File: config.mk
export PLATFORM = sky130hd
export DESIGN_NAME = vga_pattern_sequencer
export DESIGN_NICKNAME = d
export VERILOG_FILES = /design/src/rtl/vga_pkg.sv /design/src/rtl/btn_debounce.sv /design/src/rtl/vga_pattern_sequencer.sv
export SDC_FILE = /design/constraint.sdc
export NUM_CORES = 1
export LEC_CHECK = 0
export BUFFER_PORTS_ARGS = -buffer_cell sky130_fd_sc_hd__buf_4
export CORE_ASPECT_RATIO = 2
export CORE_MARGIN = 3
export CORE_UTILIZATION = 60
export DETAILED_ROUTE_END_ITERATION = 8
export PLACE_DENSITY_LB_ADDON = 0.3
export SLEW_MARGIN = 5
export SYNTH_ARGS = -nofsm -noshare
export SYNTH_HDL_FRONTEND = slang
export SYNTH_SLANG_ARGS = --single-unit
export TNS_END_PERCENT = 50
File: constraint.sdc
create_clock -name clk_pix -period 2.3 [get_ports clk_pix]
set_clock_uncertainty 0.15 [all_clocks]
set_input_delay 0.115 -clock clk_pix [delete_from_list [all_inputs] [get_ports clk_pix]]
set_output_delay 0.115 -clock clk_pix [all_outputs]
set_load 0.02 [all_outputs]
File: src/rtl/vga_pkg.sv
// Shared VGA definitions: 640x480@60 timing, pattern encodings and the
// pattern-sequencer state type.
package vga_pkg;

    localparam int unsigned H_ACTIVE = 640;
    localparam int unsigned H_FP     = 16;
    localparam int unsigned H_SYNC   = 96;
    localparam int unsigned H_BP     = 48;
    localparam int unsigned H_TOTAL  = 800;

    localparam int unsigned V_ACTIVE = 480;
    localparam int unsigned V_FP     = 10;
    localparam int unsigned V_SYNC   = 2;
    localparam int unsigned V_BP     = 33;
    localparam int unsigned V_TOTAL  = 525;

    localparam int unsigned PAT_W = 2;

    typedef enum logic [PAT_W-1:0] {
        PAT_BARS     = 2'd0,
        PAT_CHECKER  = 2'd1,
        PAT_GRADIENT = 2'd2,
        PAT_CIRCLE   = 2'd3
    } pattern_e;

    typedef enum logic [1:0] {
        MANUAL = 2'd0,
        AUTO   = 2'd1,
        HOLD   = 2'd2
    } seq_state_e;

    // Advance a pattern index, wrapping back to 0 after num_patterns-1.
    function automatic logic [PAT_W-1:0] wrap_inc(input logic [PAT_W-1:0] p,
                                                  input int unsigned      num_patterns);
        if (p == PAT_W'(num_patterns - 1)) begin
            return '0;
        end
        return p + PAT_W'(1);
    endfunction

endpackage

File: src/rtl/btn_debounce.sv
// Raw push-button conditioner: 2-FF synchronizer, consecutive-sample debouncer
// and a one-cycle pulse on each debounced press (release gives no pulse).
module btn_debounce #(
    parameter int unsigned DEBOUNCE_CYCLES = 250000
) (
    input  logic clk_pix,
    input  logic rst,
    input  logic btn_raw,
    output logic level,
    output logic press
);

    localparam int unsigned CW = (DEBOUNCE_CYCLES > 1) ? $clog2(DEBOUNCE_CYCLES) : 1;

    logic [1:0]    sync_q;
    logic [CW-1:0] cnt_q, cnt_d;
    logic          level_q, level_d;
    logic          level_dly_q;
    logic          press_q;

    // Any sample agreeing with the accepted level reloads the counter.
    always_comb begin
        cnt_d   = '0;
        level_d = level_q;
        if (sync_q[1] != level_q) begin
            if (cnt_q == CW'(DEBOUNCE_CYCLES - 1)) begin
                level_d = ~level_q;
            end else begin
                cnt_d = cnt_q + CW'(1);
            end
        end
    end

    always_ff @(posedge clk_pix) begin
        if (rst) begin
            sync_q      <= '0;
            cnt_q       <= '0;
            level_q     <= 1'b0;
            level_dly_q <= 1'b0;
            press_q     <= 1'b0;
        end else begin
            sync_q      <= {sync_q[0], btn_raw};
            cnt_q       <= cnt_d;
            level_q     <= level_d;
            level_dly_q <= level_q;
            press_q     <= level_q & ~level_dly_q;
        end
    end

    assign level = level_q;
    assign press = press_q;

endmodule

File: src/rtl/vga_pattern_sequencer.sv
// Pattern-select front end for the VGA generator: manual / auto-cycle / hold
// modes, with the selected pattern applied only at frame start.
module vga_pattern_sequencer
    import vga_pkg::*;
#(
    parameter int unsigned DEBOUNCE_CYCLES    = 250000,
    parameter int unsigned FRAMES_PER_PATTERN = 120,
    parameter int unsigned NUM_PATTERNS       = 4
) (
    input  logic             clk_pix,
    input  logic             rst,
    input  logic             btn_next,
    input  logic             btn_mode,
    input  logic [PAT_W-1:0] sw,
    input  logic             vga_vsync,
    output logic [PAT_W-1:0] pattern_sel,
    output logic             auto_mode,
    output logic             frame_tick
);

    localparam int unsigned FCW = (FRAMES_PER_PATTERN > 1) ? $clog2(FRAMES_PER_PATTERN) : 1;

    logic next_press, mode_press;
    logic next_level, mode_level;
    logic unused_levels;

    seq_state_e       state_q, state_d;
    logic [PAT_W-1:0] pending_q, pending_d;
    logic [FCW-1:0]   fcnt_q, fcnt_d;
    logic [PAT_W-1:0] pattern_sel_q, pattern_sel_d;
    logic             auto_mode_q, auto_mode_d;
    logic             vsync_q;
    logic             frame_tick_q, frame_tick_d;
    logic             expire;

    btn_debounce #(.DEBOUNCE_CYCLES(DEBOUNCE_CYCLES)) u_db_next (
        .clk_pix (clk_pix),
        .rst     (rst),
        .btn_raw (btn_next),
        .level   (next_level),
        .press   (next_press)
    );

    btn_debounce #(.DEBOUNCE_CYCLES(DEBOUNCE_CYCLES)) u_db_mode (
        .clk_pix (clk_pix),
        .rst     (rst),
        .btn_raw (btn_mode),
        .level   (mode_level),
        .press   (mode_press)
    );

    assign unused_levels = next_level ^ mode_level;

    assign expire = frame_tick_q && (fcnt_q == FCW'(FRAMES_PER_PATTERN - 1));

    // Mode press wins over a same-cycle next press; the pattern output samples
    // the pre-update pending value on the tick cycle.
    always_comb begin
        state_d       = state_q;
        pending_d     = pending_q;
        fcnt_d        = fcnt_q;
        frame_tick_d  = vsync_q & ~vga_vsync;
        pattern_sel_d = frame_tick_q ? pending_q : pattern_sel_q;

        unique case (state_q)
            MANUAL: begin
                pending_d = sw;
                if (mode_press) begin
                    state_d = AUTO;
                    fcnt_d  = '0;
                end
            end
            AUTO: begin
                if (mode_press) begin
                    state_d = HOLD;
                end else if (next_press || expire) begin
                    pending_d = wrap_inc(pending_q, NUM_PATTERNS);
                    fcnt_d    = '0;
                end else if (frame_tick_q) begin
                    fcnt_d = fcnt_q + FCW'(1);
                end
            end
            HOLD: begin
                if (mode_press) begin
                    state_d   = MANUAL;
                    pending_d = sw;
                end else if (next_press) begin
                    pending_d = wrap_inc(pending_q, NUM_PATTERNS);
                end
            end
            default: begin
                state_d = MANUAL;
            end
        endcase

        auto_mode_d = (state_d == AUTO);
    end

    always_ff @(posedge clk_pix) begin
        if (rst) begin
            state_q       <= MANUAL;
            pending_q     <= PAT_BARS;
            fcnt_q        <= '0;
            pattern_sel_q <= PAT_BARS;
            auto_mode_q   <= 1'b0;
            vsync_q       <= 1'b1;
            frame_tick_q  <= 1'b0;
        end else begin
            state_q       <= state_d;
            pending_q     <= pending_d;
            fcnt_q        <= fcnt_d;
            pattern_sel_q <= pattern_sel_d;
            auto_mode_q   <= auto_mode_d;
            vsync_q       <= vga_vsync;
            frame_tick_q  <= frame_tick_d;
        end
    end

    assign pattern_sel = pattern_sel_q;
    assign auto_mode   = auto_mode_q;
    assign frame_tick  = frame_tick_q;

endmodule

* Word-level counts from Yosys, hierarchy flattened
Cells that the tools add are included.
** Word-level totals
- Flip-flop bits (word level) :: 62
- Bits of input ports :: 7
- Output and inout bits :: 4
- Logic and storage cells :: 80
** Operators by class
- Add/sub/neg operators :: 4
- Equality and inequality tests :: 14
- Muxes and demuxes :: 24
- Bitwise gates (word level) :: 10
- Reduce and logical (&&, ||, !) cells :: 11
** Operators by type and width (count)
- adder 18 x 1 -> 18 bit (second input constant) :: 2
- == test 18 bit (second input constant) :: 2
- 2-to-1 mux 7 bit :: 4
- 2-to-1 mux 2 bit :: 10
- one-hot mux 7 bit (2 select lines) :: 1
- one-hot mux 2 bit (3 select lines) :: 2
- AND reduction 4 bit :: 2
- adder 7 x 1 -> 7 bit (second input constant) :: 1
- == test 7 bit (second input constant) :: 1
- 2-to-1 mux 1 bit :: 7
- NOT 1 bit :: 7
- OR reduction 3 bit :: 2
- == test 2 x 1 -> 1 bit (second input constant) :: 2
- == test 2 bit (second input constant) :: 2
- != test 2 bit (second input constant) :: 2
- AND reduction 2 bit :: 2
- AND 1 bit :: 3
- != test 3 x 1 -> 1 bit (second input constant) :: 1
- != test 3 bit (second input constant) :: 1
- nonzero test 3 bit :: 1
- adder 2 x 1 -> 2 bit (second input constant) :: 1
- logical NOT 2 bit :: 1
- != test 1 bit :: 2
- != test 2 x 1 -> 1 bit (second input constant) :: 1
- other kinds (3) :: 3

* Logic depth before layout (Yosys ltp)
Gate-level depths: netlist (run 1).
- Word-level depth :: 10
- Depth in mapped cells :: 7
- Depth with buffers taken out :: 6

* Modules after synthesis
Synthesis (run 1) repeated with hierarchy kept, for this count alone.
** Second synthesis, totals
- Cell total of the unflattened synthesis :: 312
- Area total of the unflattened synthesis :: 2875.3 um2
** Modules (own cells, without submodules)
- btn_debounce :: times used 2, cells each 108, area each 1013.5 um2, seq. area each 460.4 um2
- vga_pattern_sequencer :: times used 1, cells each 96, area each 848.3 um2, seq. area each 320.3 um2

* Least setup slack after synthesis (run 1)
Ideal clock, no wire load.
- Path type :: register to register
- Start :: register u_db_next.cnt_q[0]
- End :: register u_db_next.cnt_q[16]
- Setup time :: 0.115 ns
- Arrival time :: 1.657 ns
- Data required time :: 2.035 ns
- Path slack :: 0.379 ns
- Stages on the path, launching flop included :: 7
- Buffers on the path :: 1
- Clock period less this slack :: 1.921 ns
- Path through :: dfxtp_1 ha_1 nand3_2 or3_1 o21ai_2 buf_4 nor2_1
** On the way
- Longest elaborated chain between the ends :: 2
- Elaborated cells between the ends (all ways) :: 3
- Classes of those cells :: add/sub: 1; eq/ne: 1; reduce/logical: 1
** Ends and longest elaborated chain
- start, declared :: line btn_debounce.sv:16 : logic [CW-1:0] cnt_q, cnt_d;
- start signal, assigned :: line btn_debounce.sv:43 : cnt_q <= cnt_d;
- branches (longest 2 deep; another with adder 18 x 1 -> 18 bit)
Several ways; the timed one is not identified.
A chain may end at the register's enable or synchronous reset.

* Final worst setup path (run 1)
- Start :: register state_q[1]
- End :: register fcnt_q[5]
** On the way
- Longest elaborated chain between the ends :: 3
- Elaborated cells between the ends (all ways) :: 8
- Classes of those cells :: eq/ne: 4; mux: 1; reduce/logical: 3
** Ends and longest elaborated chain
- start, declared :: line vga_pattern_sequencer.sv:27 : seq_state_e state_q, state_d;
- start signal, assigned :: line vga_pattern_sequencer.sv:109 : state_q <= state_d;
- == test 2 x 1 -> 1 bit / logical NOT 2 bit (equally long branches) :: line vga_pattern_sequencer.sv:65 : unique case (state_q)
- != test 3 bit (no source line), or another cell as far along
- AND reduction 4 bit (no source line)
- end signal, assigned :: line vga_pattern_sequencer.sv:111 : fcnt_q <= fcnt_d;
- end, declared :: line vga_pattern_sequencer.sv:29 : logic [FCW-1:0] fcnt_q, fcnt_d;
Parallel ways exist; a longest one is shown, timed or not.

==> flow_summary_export.csv, run 1 <==
group,metric,value,unit
outcome,status,"finished clean",
die,rows,34,
grt,antenna_found_initial,0,
die,initial_core_util,0.629,
timing,setup_viol,0,
pwr,total_power,1970,µW
run,maxCapViolCount,0,
clock_tree,clkTransAtPathRegs,0.07,ns
die,die_x,53.9,µm
clock_tree,cts_buffers,9,
worst_setup_path,crit_type,"flop to flop",
place,place_hpwl,3790,µm
synth,synth_top_area_cell,"dfxtp_1",
synth,postSynthRegisterBits,62,
clock_tree,clockRootBuffer,"clkbuf_8",
synth,ys_types,44,
clock_tree,clk_latency,0.34,ns
grt,track_usage,0.231,
grt,grt_pass1_vias,2195,
place,port_buffers,10,
timing,final.min_clock_period,2.11,ns
timing,fmax,473,MHz
place,gp_congestion,0.793,
timing,worst_slew_pin_slew,0.480,ns
drt,drt_iter0_drc,51,
worst_setup_path,worstPathArrival,2.24,ns
timing,fin_tns_setup,0,ns
drt,vias,2177,
hold_path,min_path_cells,4,
synth,synth_area_per_cell,9.01,µm²
finish,final.fill_count,359,
finish,fin_nets,347,
synth,ys_top_cells_by_area,"dfxtp_1 (45%), xnor2_1 (8.3%), nor2_1 (6.9%)",
synth,synth-edff-count,0,
finish,antenna_cells,0,
synth,netlist_area,2760,µm²
die,coreArea,4380,µm²
grt,overflow,0,
synth,synth.most_common_cell,"dfxtp_1",
die,io_pins,11,
worst_setup_path,critical_path_required,2.42,ns
hold_path,hold_path_class,"input pin to flop",
timing,hold_viol,0,
die,fp.dieArea,5490,µm²
drt,vias_per_cell,5.57,
synth,synthFlopType,"dfxtp_1",
synth,yosysSeqAreaShare,0.450,
pwr,ir_drop,0.488,mV
timing,min_period_over_period,0.919,
clock_tree,tritoncts,"built",
worst_setup_path,reg2reg_depth,6,
finish,synthToLayoutAreaGrowth,14.0,%
drt,dr.pass1.iters,4,
clock_tree,clock-sinks,62,
drt,drc,0,
synth,synthCells,306,
timing,slew_headroom,0.679,
pwr,power.density,626,nW/µm²
die,die_y,102,µm
clock_tree,cts-resized-gates,0,
drt,wl,5330,µm
synth,synth_fp_nets,321,
worst_setup_path,max_stage_delay,0.53,ns
clock_tree,cts_buffer_depth,2,
synth,synth_top_area_frac,0.450,
worst_setup_path,cp-end-kind,"flop",
timing,final_max_slew_viol_count,0,
worst_setup_path,path_cells,"inv_1 > ha_1 > o21ai_1 > o31a_1 > or4_1 > a21oi_1",
grt,grt_start_max_net_pins,20,
synth,async_flop_share,0,
timing,rsz0062_at_grt,"false",
pwr,power.leakage,0.00106,µW
synth,ys_top_cells_by_count,"dfxtp_1 (62), nor2_1 (51), xnor2_1 (26)",
finish,drive_gt1_frac,0.110,
clock_tree,h-tree-depth,3,
synth,synth_warnings,0,
worst_setup_path,setup.worst_path.start_class,"flop",
grt,grt_pass1_wl,9340,µm
drt,ant_nets,0,
drt,wire_per_inst,13.6,µm
worst_setup_path,slowest_stage,"or4_1",
worst_setup_path,worstPathMaxFanout,13,
[path summary, 6_finish.rpt]
path,slack (ns),from,to
worst min-delay path,0.19,sw[0],pending_q[0]
worst min register to register,0.24,u_db_next.level_dly_q,u_db_next.press
worst max register to register,0.19,state_q[1],fcnt_q[5]
worst max-delay path,0.19,state_q[1],fcnt_q[5]
[cell families after synthesis]
logic type | Yosys count | synth area share
simple gates | 148 | 0.289
flops | 62 | 0.450
xor+xnor | 33 | 0.105
compound gates | 29 | 0.0708
buf+inv | 21 | 0.0304
fa+ha+maj | 8 | 0.0363
mux | 5 | 0.0181
[metal layers]
layer  vias to the layer above  routed length (µm)  GRT usage
li1                       1121                   -          -
met2                        18                2980      0.431
met4                         0                 109      0.100
met1                      1029                2130      0.225
met5                         -                   0          0
met3                         9                 109     0.0569
[cells in the final DEF (no fill, tap or decap), types with 2 or more instances in the layout]
| cell type | n |
|---|---|
| dfxtp_1 | 62 |
| nor2_1 | 51 |
| xnor2_1 | 26 |
| nand3_1 | 15 |
| buf_4 | 15 |
| inv_1 | 14 |
| nand2_1 | 14 |
| nor3_1 | 13 |
| nor4_1 | 10 |
| clkbuf_8 | 10 |
| nand4_1 | 9 |
| a21oi_1 | 8 |
| nor2b_1 | 8 |
| ha_1 | 8 |
| o21ai_0 | 7 |
| xor2_1 | 7 |
| dlygate4sd3_1 | 7 |
| or3_1 | 6 |
| nor4b_1 | 5 |
| mux2i_1 | 5 |
| or4_1 | 3 |
| clkinv_2 | 3 |
| nand4_4 | 2 |
| nand3b_1 | 2 |
| nand2b_1 | 2 |
| o311a_1 | 2 |
| o21bai_1 | 2 |
| o31ai_1 | 2 |
| clkbuf_1 | 2 |
[layout make-up]
type                            instances  area (µm²)  area share
Clock buffer                           12         145      0.0462
Clock inverter                          4        22.5     0.00716
Inverter                               14        52.6      0.0167
Multi-Input combinational cell        223        1430       0.456
Sequential cell                        62        1240       0.395
Tap cell                               54        67.6      0.0215
Timing Repair Buffer                   22         183      0.0581
[through the flow]
stage | setup slack, ns | cells | hold WS (ns) | util | cell area (µm²)
floorplan | 0.379 | 306 | 0.0825 | - | 2760
global placement | 0.289 | 368 | 0.174 | 0.663 | 2910
detailed placement | 0.187 | 368 | 0.176 | 0.663 | 2910
CTS | 0.181 | 391 | 0.207 | 0.718 | 3140
global route | 0.0325 | 391 | 0.235 | 0.718 | 3140
finish | 0.186 | 391 | 0.195 | 0.718 | 3140
[state kept, by name, summed over array words and instances (netlist names), 2 cells and up]
signal and count:
u_db_mode.cnt_q 18, u_db_next.cnt_q 18, fcnt_q 7, pattern_sel 2
pending_q 2, state_q 2, u_db_mode.sync_q 2, u_db_next.sync_q 2
[critical path: cells and delay by family, from the launching register on]
kind	cells	cell delay, ns
AO/OA/AOI/OAI	3	0.64
AND/OR/NAND/NOR	1	0.53
flip-flops	1	0.34
adder cells (fa/ha/maj)	1	0.29
buffers and inverters	1	0.09
[repair_timing]
| action | CTS | global route |
|---|---|---|
| setup buffers | 0 | 0 |
| endpoints found under the setup margin | 0 | 0 |
| hold buffers | 7 | 0 |
| hold endpoints to repair | 13 | 0 |
[report_power, final]
part	internal [µW]	total, µW	switching [µW]
registers	1080	1090	7.62
clock network	415	823	408
logic	29.3	54.6	25.3
total	1530	1970	441
(Power assumes the default switching activity.)
==> run 2: changes to the inputs <==
--- a/config.mk
+++ b/config.mk
@@ -11,6 +11,7 @@
 export CORE_UTILIZATION = 60
 export DETAILED_ROUTE_END_ITERATION = 8
 export PLACE_DENSITY_LB_ADDON = 0.3
+export RECOVER_POWER = 50
 export SLEW_MARGIN = 5
 export SYNTH_ARGS = -nofsm -noshare
 export SYNTH_HDL_FRONTEND = slang
==> flow_summary_export.csv, run 2 (synthesized netlist as in run 1, its figures left out) <==
group,metric,value,unit
timing,setup_viol,0,
timing,final_max_slew_viol_count,0,
clock_tree,cts_setup_buffers,0,
grt,overflow,0,
timing,fin_tns_setup,0,ns
drt,drc,0,
clock_tree,cts-resized-gates,0,
timing,hold_viol,0,
worst_setup_path,crit_path_start,"state_q[1]",
pwr,total_power,1970,µW
clock_tree,clk_latency,0.34,ns
timing,rsz0062_at_grt,"false",
pwr,power.density,632,nW/µm²
hold_path,hold_path_class,"input pin to flop",
drt,wl,5330,µm
worst_setup_path,cp-end-kind,"flop",
outcome,status,"finished clean",
drt,vias,2180,
clock_tree,clockRootBuffer,"clkbuf_8",
pwr,power.leakage,0.00103,µW
die,rows,34,
finish,antenna_cells,0,
drt,dr.pass1.iters,4,
clock_tree,holdBufCountCts,7,
place,port_buffers,10,
timing,slew_headroom,0.450,
timing,worst_slew_pin_slew,0.825,ns
hold_path,hp-start,"sw[0]",
clock_tree,h-tree-depth,3,
worst_setup_path,critical_path_required,2.42,ns
die,die_y,102,µm
timing,final.min_clock_period,2.11,ns
finish,synthToLayoutAreaGrowth,12.9,%
worst_setup_path,r2r-start,"state_q[1]",
drt,vias_per_cell,5.58,
run,maxCapViolCount,0,
worst_setup_path,setup.worst_path.start_class,"flop",
drt,ant_nets,0,
drt,drt_iter0_drc,33,
clock_tree,cts_buffer_depth,2,
place,post-place-ws,0.187,ns
worst_setup_path,crit_type,"flop to flop",
worst_setup_path,worstPathArrival,2.24,ns
place,place_hpwl,3790,µm
clock_tree,clock-sinks,62,
place,place_inst,368,
clock_tree,tritoncts,"built",
die,fp.dieArea,5490,µm²
grt,track_usage,0.231,
die,initial_core_util,0.629,
grt,grt_pass1_vias,2195,
place,gp_congestion,0.793,
place,placed_area,2910,µm²
grt,grt_pass1_wl,9340,µm
timing,finalWorstSetupSlack,0.189,ns
finish,mostFrequentLayoutCells,"dfxtp_1 (62), nor2_1 (51), xnor2_1 (26), nand3_1 (15)",
pwr,ir_drop,0.488,mV
grt,antenna_found_initial,0,
timing,fmax,474,MHz
finish,final_common_cell,"dfxtp_1",
finish,design_area,3110,µm²
drt,wire_per_inst,13.6,µm
clock_tree,cts_buffers,9,
finish,finalNonFillerCells,391,
clock_tree,clkTransAtPathRegs,0.07,ns
worst_setup_path,worstPathMaxFanout,13,
grt,grt_start_max_net_pins,20,
finish,fin_nets,347,
die,io_pins,11,
timing,min_period_over_period,0.918,
die,coreArea,4380,µm²
die,die_x,53.9,µm
finish,reg.largest.list,"u_db_mode.cnt_q x18, u_db_next.cnt_q x18, fcnt_q x7",
finish,drive_gt1_frac,0.0861,
## run 2: cell count changes in the layout (fill, tap and decap cells not counted), sizes merged
cell    delta
buf        -7
clkbuf     +7
## run 2: routing by layer
metal	GRT usage	routed length [µm]
met3	0.0569	108
met2	0.431	2980
met4	0.100	107
met5	0	0
met1	0.225	2140
## run 2: critical path: stages, from the launching register on
cell and delay, ns:
dfxtp_1 0.34, inv_1 0.09, ha_1 0.29, o21ai_1 0.10, o31a_1 0.38, or4_1 0.53
a21oi_1 0.15
## run 2: layout make-up
cell class / instances / area [µm²]
Clock buffer: 12 / 145
Inverter: 14 / 52.6
Clock inverter: 4 / 22.5
Fill cell: 371 / 1270
Tap cell: 54 / 67.6
Multi-Input combinational cell: 223 / 1430
Timing Repair Buffer: 22 / 156
Sequential cell: 62 / 1240
## run 2: where the power goes
part / total, µW / internal, µW / switching [µW] / leakage [µW]
sequential: 1090 / 1080 / 7.59 / 0.000501
combinational: 51.3 / 26.1 / 25.2 / 0.000442
clock: 825 / 415 / 410 / 0.0000861
## run 2: worst paths after layout
check             cells after the start  slack (ns)         endpoint
setup / recovery                      6        0.19        fcnt_q[5]
hold / removal                        4        0.20     pending_q[0]
setup reg to reg                      6        0.19        fcnt_q[5]
hold reg to reg                       1        0.24  u_db_next.press
## run 2: metrics by stage
step | hold slack (ns) | utilization
2_1_floorplan | 0.0825 | -
3_3_place_gp | 0.174 | 0.663
3_5_place_dp | 0.176 | 0.663
4_1_cts | 0.207 | 0.718
5_1_grt | 0.235 | 0.710
6_report | 0.198 | 0.710
